## config.mk

```make
export PLATFORM = sky130hd
export DESIGN_NAME = accum_seq
export DESIGN_NICKNAME = d
export VERILOG_FILES = /design/src/rtl/accum_seq.sv
export SDC_FILE = /design/constraint.sdc
export NUM_CORES = 1
export LEC_CHECK = 0
export ABC_AREA = 0
export BUFFER_PORTS_ARGS = -buffer_cell sky130_fd_sc_hd__buf_2
export CAP_MARGIN = 0
export CORE_MARGIN = 4
export CORE_UTILIZATION = 55
export CTS_BUF_LIST = sky130_fd_sc_hd__clkbuf_8
export CTS_CLUSTER_SIZE = 16
export DETAILED_ROUTE_END_ITERATION = 6
export PLACE_DENSITY = 0.82
export SLEW_MARGIN = 20
export SYNTH_ARGS = -nofsm -noshare
export SYNTH_HDL_FRONTEND = slang
export SYNTH_SLANG_ARGS = --single-unit
```

## constraint.sdc

```tcl
create_clock -name CLK -period 5.3 [get_ports CLK]
set_clock_uncertainty 0.2 [all_clocks]
set_input_delay 0.795 -clock CLK [delete_from_list [all_inputs] [get_ports CLK]]
set_output_delay 0.795 -clock CLK [all_outputs]
set_load 0.05 [all_outputs]
```

## src/rtl/accum_seq.sv

```systemverilog
// accum_seq: time-multiplexed ADPCM predictor accumulator (SEZ/SE).
//
// Accepts NZ zero-section partial products (WB terms) followed by NP
// pole-section partial products (WA terms), one per cycle over a
// valid/ready stream. Sums wrap modulo 2^W. When the frame completes,
// SEZ = (sum WB) >>> 1 and SE = (sum WB + sum WA) >>> 1 are presented
// together with the frame's channel tag until the downstream handshake.
//
// Ports:
//   CLK        clock, rising edge
//   RESET      asynchronous active-high reset, discards any partial frame
//   IN_VALID   input term valid
//   IN_READY   block accepts a term this cycle
//   IN_DATA    two's-complement partial product (WB first, then WA)
//   IN_CH      channel tag, sampled on the first term of a frame only
//   OUT_VALID  SEZ/SE/OUT_CH hold a completed frame
//   OUT_READY  downstream consumes the result
//   SEZ        zero-section estimate
//   SE         full signal estimate
//   OUT_CH     tag of the frame on SEZ/SE
module accum_seq #(
  parameter int W   = 16,
  parameter int NZ  = 6,
  parameter int NP  = 2,
  parameter int CHW = 5
) (
  input  logic           CLK,
  input  logic           RESET,
  input  logic           IN_VALID,
  output logic           IN_READY,
  input  logic [W-1:0]   IN_DATA,
  input  logic [CHW-1:0] IN_CH,
  output logic           OUT_VALID,
  input  logic           OUT_READY,
  output logic [W-1:0]   SEZ,
  output logic [W-1:0]   SE,
  output logic [CHW-1:0] OUT_CH
);

  localparam int MAXT = (NZ > NP) ? NZ : NP;
  localparam int CNTW = $clog2(MAXT + 1);
  localparam logic [CNTW-1:0] NZ_LAST = CNTW'(NZ - 1);
  localparam logic [CNTW-1:0] NP_LAST = CNTW'(NP - 1);

  typedef enum logic [1:0] {
    ST_ZERO,
    ST_POLE,
    ST_DONE
  } state_t;

  state_t          state_q, state_d;
  logic [CNTW-1:0] cnt_q, cnt_d;
  logic [W-1:0]    acc_q, acc_d;
  logic [W-1:0]    sezi_q, sezi_d;
  logic [CHW-1:0]  tag_q, tag_d;
  logic [W-1:0]    sez_q, sez_d;
  logic [W-1:0]    se_q, se_d;
  logic [CHW-1:0]  out_ch_q, out_ch_d;
  logic            out_valid_q, out_valid_d;

  logic            in_fire;
  logic [W-1:0]    sum;

  // Ready is withheld while reset is asserted so no term is taken
  // into a frame that is being discarded.
  assign IN_READY  = (state_q != ST_DONE) && !RESET;
  assign in_fire   = IN_VALID && IN_READY;

  assign OUT_VALID = out_valid_q;
  assign SEZ       = sez_q;
  assign SE        = se_q;
  assign OUT_CH    = out_ch_q;

  always_comb begin
    state_d     = state_q;
    cnt_d       = cnt_q;
    acc_d       = acc_q;
    sezi_d      = sezi_q;
    tag_d       = tag_q;
    sez_d       = sez_q;
    se_d        = se_q;
    out_ch_d    = out_ch_q;
    out_valid_d = out_valid_q;
    sum         = '0;

    case (state_q)
      ST_ZERO: begin
        if (in_fire) begin
          // First term loads rather than adds, so no stale accumulator
          // value can leak into a new frame.
          sum = (cnt_q == '0) ? IN_DATA : acc_q + IN_DATA;
          acc_d = sum;
          if (cnt_q == '0) begin
            tag_d = IN_CH;
          end
          if (cnt_q == NZ_LAST) begin
            sezi_d  = sum;
            cnt_d   = '0;
            state_d = ST_POLE;
          end else begin
            cnt_d = cnt_q + CNTW'(1);
          end
        end
      end

      ST_POLE: begin
        if (in_fire) begin
          sum   = acc_q + IN_DATA;
          acc_d = sum;
          if (cnt_q == NP_LAST) begin
            sez_d       = {sezi_q[W-1], sezi_q[W-1:1]};
            se_d        = {sum[W-1], sum[W-1:1]};
            out_ch_d    = tag_q;
            out_valid_d = 1'b1;
            cnt_d       = '0;
            state_d     = ST_DONE;
          end else begin
            cnt_d = cnt_q + CNTW'(1);
          end
        end
      end

      ST_DONE: begin
        if (OUT_READY) begin
          out_valid_d = 1'b0;
          acc_d       = '0;
          state_d     = ST_ZERO;
        end
      end

      default: begin
        state_d = ST_ZERO;
      end
    endcase
  end

  always_ff @(posedge CLK or posedge RESET) begin
    if (RESET) begin
      state_q     <= ST_ZERO;
      cnt_q       <= '0;
      acc_q       <= '0;
      sezi_q      <= '0;
      tag_q       <= '0;
      sez_q       <= '0;
      se_q        <= '0;
      out_ch_q    <= '0;
      out_valid_q <= 1'b0;
    end else begin
      state_q     <= state_d;
      cnt_q       <= cnt_d;
      acc_q       <= acc_d;
      sezi_q      <= sezi_d;
      tag_q       <= tag_d;
      sez_q       <= sez_d;
      se_q        <= se_d;
      out_ch_q    <= out_ch_d;
      out_valid_q <= out_valid_d;
    end
  end

endmodule

```

==> results.tsv, run 1 <==
stage	metric	value	unit
synthesis	asr flop ratio synth	1.00	
route	Antenna Violating Nets Remaining	0	
place	GP Congestion	0.900	
worst_hold_path	Hold Path Class	reg2reg	
power_and_ir_drop	Leak	2.44	nW
global_routing	initial antenna violation count	0	
route	final wirelength	9.46	mm
cts	CTS max path bufs	2	
cts	CTS root buffer	clkbuf_8	
worst_hold_path	Hold Crit Start	tag_q[3]	
layout	most common cell after layout, fill and taps aside	nand2_1	
cts	htree depth	3	
floorplan	Chip Width	94.7	µm
power_and_ir_drop	clock group share of total power	0.167	
cts	Num CTS Buffers	9	
cts	CTS tree	yes	
floorplan	io pins	64	
critical_path	CP Data Arrival Time	3070	ps
sta	Peak Freq	0.335	GHz
layout	area grow syn2layout	15.0	%
global_routing	first-pass GRT wire length	16.1	mm
power_and_ir_drop	internal power	1.72	mW
sta	sum of negative setup slack	0	ps
layout	Post-Route Utilization	0.652	
synthesis	ranking of synthesized cells by area	dfrtp_1 47%, nand2_1 10%, ha_1 5.4%	
synthesis	Post-synth top flop	dfrtp_1	
cts	worst skew pair latency	350	ps
synthesis	Synth top area share	0.466	
place	Port Buffers	63	
power_and_ir_drop	Net Sw Power	1.52	mW
global_routing	total grt overflow	0	
route	Avg Vias per Cell	5.72	
route	DRT Pass-1 Iters	5	
global_routing	pin count of the biggest net entering global routing	53	
route	Via Count	3457	
sta	fraction of the cycle the final worst path needs	0.563	
critical_path	Required @ worst endpoint	5380	ps
route	Remaining DRCs	0	
synthesis	post-synthesis cell count	444	
synthesis	Seq/Total Area, Yosys	0.466	
flow_run	max_cap viols	0	
synthesis	post-synth cell types	59	
route	starting DRC count in detailed routing	211	
place	dpl hpwl	6.85	mm
layout	most frequent cells in the layout	114 x nand2_1, 77 x dfrtp_1, 63 x buf_2, 33 x o21ai_0, 21 x a21oi_1	
power_and_ir_drop	Pwr Density	682	nW/µm²
floorplan	core area	7290	µm²
power_and_ir_drop	switch share	0.470	
power_and_ir_drop	overall power	3.24	mW
layout	Fillers	634	
synthesis	warnings from Yosys	0	
cts	CTS Sinks	77	
floorplan	chip height	94.7	µm
layout	layout cells sized above 1	0.208	
cts	clk slew on worst S/H paths	80	ps
layout	Final nets	544	
layout	Inserted Diodes	0	
sta	final-report setup violation count	0	
floorplan	Initial Util	0.567	
synthesis	Mean Syn Cell Area	9.31	µm²
global_routing	vias in the first global route	3423	
sta	relative slew slack	0.395	
route	WL/cell	15.7	µm
cts	postcts setup bufs	0	
critical_path	Crit. Startpoint	IN_DATA[0]	
critical_path	Critical Path Sink Type	register	
cts	hold-fix buffer count after cts	0	
sta	Final min period	2990	ps
critical_path	Crit Reg-Reg Startpoint	cnt_q[1]	
floorplan	cell row count	31	
synthesis	net count after synthesis	488	
sta	worst slew pin tran	904	ps
power_and_ir_drop	Worst VDD drop	307	µV
sta	final-report hold violation count	0	
critical_path	CP startpoint kind	primary input	
synthesis	Synth Register Bits	77	
critical_path	CP Max Fanout	6	
synthesis	Synth area leader	dfrtp_1	
critical_path	CP Class	in2reg	
synthesis	EDFF count, synth	0	
run_status	outcome	finished, final reports clean	
sta	RSZ-0062 raised after global routing	no	
floorplan	Die ar.	8970	µm²
synthesis	Syn Std Cell Area	4140	µm²
sta	Final Slew Violations	0	
power_and_ir_drop	Sequential Power Share	0.294	
global_routing	GRT Total Usage	0.229	
power_and_ir_drop	Comb pwr share	0.539	
cts	post-cts sizing count	0	
==> power groups by stage <==
stage               registers (mW)  logic [mW]  clock network [mW]
finish                       0.953        1.75               0.542
global route                 0.986        1.92               0.581
CTS                          0.952        1.75               0.553
detailed placement           0.962        1.73                   0
global placement             0.948        1.68                   0
floorplan                     1.20        1.09                   0
==> worst max-delay path, stage by stage <==
cell,delay (ps)
buf_2,90
ha_1,200
inv_1,70
fa_1,400
nor2b_1,170
o2111ai_1,160
a21oi_1,200
o211ai_1,240
a2111oi_0,580
a211o_1,170
==> sequential cells by signal, summed over array words and instances, names as in the netlist <==
signal and cells:
SEZ 15, cnt_q 3, tag_q 5, acc_q 16, SE 15, OUT_VALID 1, sezi_q 15, state_q 2
OUT_CH 5
==> through the flow <==
| step | hold slack [ps] | setup WS (ps) | std cells | area (µm²) |
|---|---|---|---|---|
| global route | 302 | 2190 | 604 | 4750 |
| CTS | 268 | 2320 | 604 | 4750 |
| global placement | 239 | 2250 | 588 | 4500 |
| floorplan | 233 | 2340 | 444 | 4140 |
| detailed placement | 247 | 1970 | 588 | 4500 |
| finish | 267 | 2310 | 604 | 4750 |
==> cell type report <==
type,count,area [µm²],area share
tap,99,124,0.0261
inverter,13,50.0,0.0105
multi-input combinational,332,2060,0.433
sequential,77,1930,0.405
clock buffer,10,138,0.0289
timing repair buffer,67,345,0.0726
clock inverter,6,111,0.0234
==> cell usage after synthesis (4+ instances only) <==
master / number
nand2_1: 114
dfrtp_1: 77
o21ai_0: 33
a21oi_1: 21
ha_1: 18
nor2_1: 15
clkbuf_1: 14
mux2_2: 13
inv_1: 12
nand3_1: 10
a21o_1: 7
nand4_1: 7
and3_1: 6
xor2_1: 6
buf_2: 5
mux2i_1: 5
o31ai_1: 5
or3_1: 5
a31oi_1: 4
o21ai_1: 4
o221ai_1: 4
xnor2_1: 4
==> routing by layer <==
layer	track usage	vias up	wire (µm)
met5	0	-	0
met4	0.0793	0	148
met3	0.0430	16	476
met2	0.369	106	4600
met1	0.309	1662	4230
li1	-	1673	-
==> worst paths after layout <==
kind,cells past startpoint,slack (ps),to
setup / recovery,10,2310,sezi_q[14]
hold / removal,2,270,OUT_CH[3]
setup reg to reg,6,2460,acc_q[14]
hold reg to reg,2,270,OUT_CH[3]
max in group asynchronous,3,3590,sezi_q[14]
min in group asynchronous,2,440,OUT_VALID
==> kinds of logic (layout without fill, tap and decap cells) <==
group	Yosys count	in the layout	share of synthesized area
and+or+nand+nor	174	174	0.189
AOI/OAI and AO/OA	110	110	0.176
buffers and inverters	35	96	0.0360
muxes	18	18	0.0475
DFF	77	77	0.466
xor gates and xnor gates	11	11	0.0266
adders and majority gates	19	19	0.0593
Power figures use the tool's default switching activity.
==> run 2: changes to the inputs <==
clock period = 2.9 ns   (was 5.3 ns; I/O delays follow)
==> run 2 against run 1 <==
  * First-iteration DRC count fell by 6.2%
  * Register-to-register slack got worse by 2200 ps
  * Worst hold slack got worse by 170 ps
  * Via count rose by 2.7%
  * Utilization rose by 1.3 points
  * Combinational power rose by 91%
  * Critical path type is now reg2reg
  * Largest cell class unchanged
  * Largest power group unchanged
==> results.tsv, run 2 (synthesized netlist as in run 1, its figures left out) <==
stage	metric	value	unit	change
sta	worst setup margin	254	ps	was 2310 ps
critical_path	R2R depth	9		was 6
layout	layout cells sized above 1	0.228		was 0.208
critical_path	CP Max Fanout	6		unchanged
power_and_ir_drop	overall power	6.01	mW	was 3.24 mW
sta	final-report hold violation count	0		unchanged
route	WL/cell	15.8	µm	was 15.7 µm
floorplan	cell row count	31		unchanged
global_routing	first-pass GRT wire length	16.1	mm	about the same
cts	post-cts sizing count	0		unchanged
route	DRT Pass-1 Iters	4		was 5
layout	Post-Route Utilization	0.665		was 0.652
global_routing	total grt overflow	0		unchanged
critical_path	Crit. Startpoint	acc_q[0]		was IN_DATA[0]
run_status	outcome	finished, final reports clean		unchanged
global_routing	initial antenna violation count	0		unchanged
floorplan	Initial Util	0.567		unchanged
floorplan	chip height	94.7	µm	unchanged
critical_path	Crit Reg-Reg Startpoint	acc_q[0]		was cnt_q[1]
cts	CTS Sinks	77		unchanged
route	Antenna Violating Nets Remaining	0		unchanged
layout	area grow syn2layout	17.3	%	was 15.0%
layout	fin area	4850	µm²	was 4750 µm²
power_and_ir_drop	Pwr Density	1240	nW/µm²	was 682 nW/µm²
route	starting DRC count in detailed routing	198		was 211
sta	relative slew slack	0.524		was 0.395
place	Place WS	134	ps	was 1970 ps
layout	Non-Filler Instances	617		was 604
sta	final-report setup violation count	0		unchanged
place	GP Congestion	0.883		was 0.900
place	# placed instances	600		was 588
critical_path	crit-path cells	ha_1 -> inv_1 -> fa_1 -> nor2b_1 -> o2111ai_1 -> a21oi_1 -> o211ai_1 -> a2111oi_0 -> a211o_1		was buf_2 -> ha_1 -> inv_1 -> fa_1 -> nor2b_1 -> o2111ai_1 -> a21oi_1 -> o211ai_1 -> a2111oi_0 -> a211o_1
critical_path	CP max stage delay	470	ps	was 580 ps
critical_path	FF-to-FF setup slack	250	ps	was 2460 ps
global_routing	vias in the first global route	3437		was 3423
cts	CTS tree	yes		unchanged
layout	max reg flops	16		unchanged
floorplan	Chip Width	94.7	µm	unchanged
sta	RSZ-0062 raised after global routing	no		unchanged
route	final wirelength	9.77	mm	was 9.46 mm
critical_path	CP startpoint kind	register		was primary input
critical_path	Critical Path Sink Type	register		unchanged
sta	Final Slew Violations	0		unchanged
cts	Num CTS Buffers	9		unchanged
critical_path	R2R Path End	sezi_q[14]		was acc_q[14]
floorplan	Die ar.	8970	µm²	unchanged
place	dpl hpwl	7.18	mm	was 6.85 mm
global_routing	GRT Total Usage	0.232		was 0.229
critical_path	CP Class	reg2reg		was in2reg
sta	fraction of the cycle the final worst path needs	0.912		
sta	Final min period	2650	ps	
cts	CTS root buffer	clkbuf_8		unchanged
sta	sum of negative setup slack	0	ps	unchanged
power_and_ir_drop	Leak	2.50	nW	was 2.44 nW
route	Remaining DRCs	0		unchanged
cts	htree depth	3		unchanged
layout	Fillers	638		was 634
flow_run	max_cap viols	0		unchanged
critical_path	Critical Path End	sezi_q[14]		unchanged
sta	Peak Freq	0.378	GHz	
critical_path	Required @ worst endpoint	2990	ps	was 5380 ps
route	Avg Vias per Cell	5.75		was 5.72
layout	Final nets	557		was 544
worst_hold_path	Hold Path Class	in2reg		was reg2reg
place	dpl cell area	4610	µm²	was 4500 µm²
layout	Reg with most FFs	acc_q		unchanged
route	Via Count	3549		was 3457
sta	Fin Hold WS	99.4	ps	was 267 ps
layout	Inserted Diodes	0		unchanged
layout	most common cell after layout, fill and taps aside	nand2_1		unchanged
floorplan	io pins	64		unchanged
cts	CTS max path bufs	2		unchanged
place	Port Buffers	63		unchanged
sta	worst slew pin tran	710	ps	was 904 ps
power_and_ir_drop	Worst VDD drop	588	µV	was 307 µV
cts	worst skew pair latency	350	ps	about the same
layout	most frequent cells in the layout	114 x nand2_1, 77 x dfrtp_1, 63 x buf_2, 33 x o21ai_0, 21 x a21oi_1		unchanged
cts	clk slew on worst S/H paths	80	ps	about the same
critical_path	CP Data Arrival Time	2740	ps	was 3070 ps
floorplan	core area	7290	µm²	unchanged
global_routing	pin count of the biggest net entering global routing	40		was 53
critical_path	Max stage delay cell, worst path	a2111oi_0		unchanged
## run 2: power by group
part	internal (mW)	switching, mW	total [mW]
Combinational	1.16	2.19	3.34
Clock	0.533	0.394	0.927
Sequential	1.49	0.250	1.74
Total	3.18	2.83	6.01
## run 2: cell type report
cell class | instances | area, µm² | area share
clock inverter | 5 | 82.6 | 0.0170
clock buffer | 11 | 151 | 0.0312
sequential | 77 | 1930 | 0.397
multi-input combinational | 332 | 2060 | 0.425
timing repair buffer | 80 | 458 | 0.0944
inverter | 13 | 48.8 | 0.0101
tap | 99 | 124 | 0.0255
## run 2: worst min path at each step
stage,from,end,slack (ps),depth (start not counted)
CTS,IN_CH[3],tag_q[3],90,2
global route,IN_CH[1],tag_q[1],100,2
detailed placement,tag_q[2],OUT_CH[2],250,2
finish,IN_CH[3],tag_q[3],100,2
global placement,tag_q[4],OUT_CH[4],240,2
floorplan,tag_q[0],OUT_CH[0],230,2
## run 2: worst max-delay path: cells and delay by family (launching register included)
family	cells	cell delay [ps]
DFF	1	360
adders and majority gates	2	580
AOI/OAI and AO/OA	5	1220
and+or+nand+nor	1	170
buffers and inverters	1	60
## run 2: repair_timing
item                                   4_1_cts  5_1_grt
setup buffers                                0        0
endpoints found under the hold margin       19        0
hold buffers                                 1        0
## run 2: layer usage
layer | track usage | up-vias | share of wire
li1 | - | 1709 | -
met1 | 0.313 | 1736 | 0.45
met2 | 0.374 | 87 | 0.49
met3 | 0.0390 | 17 | 0.044
met4 | 0.0865 | 0 | 0.019
met5 | 0 | - | 0
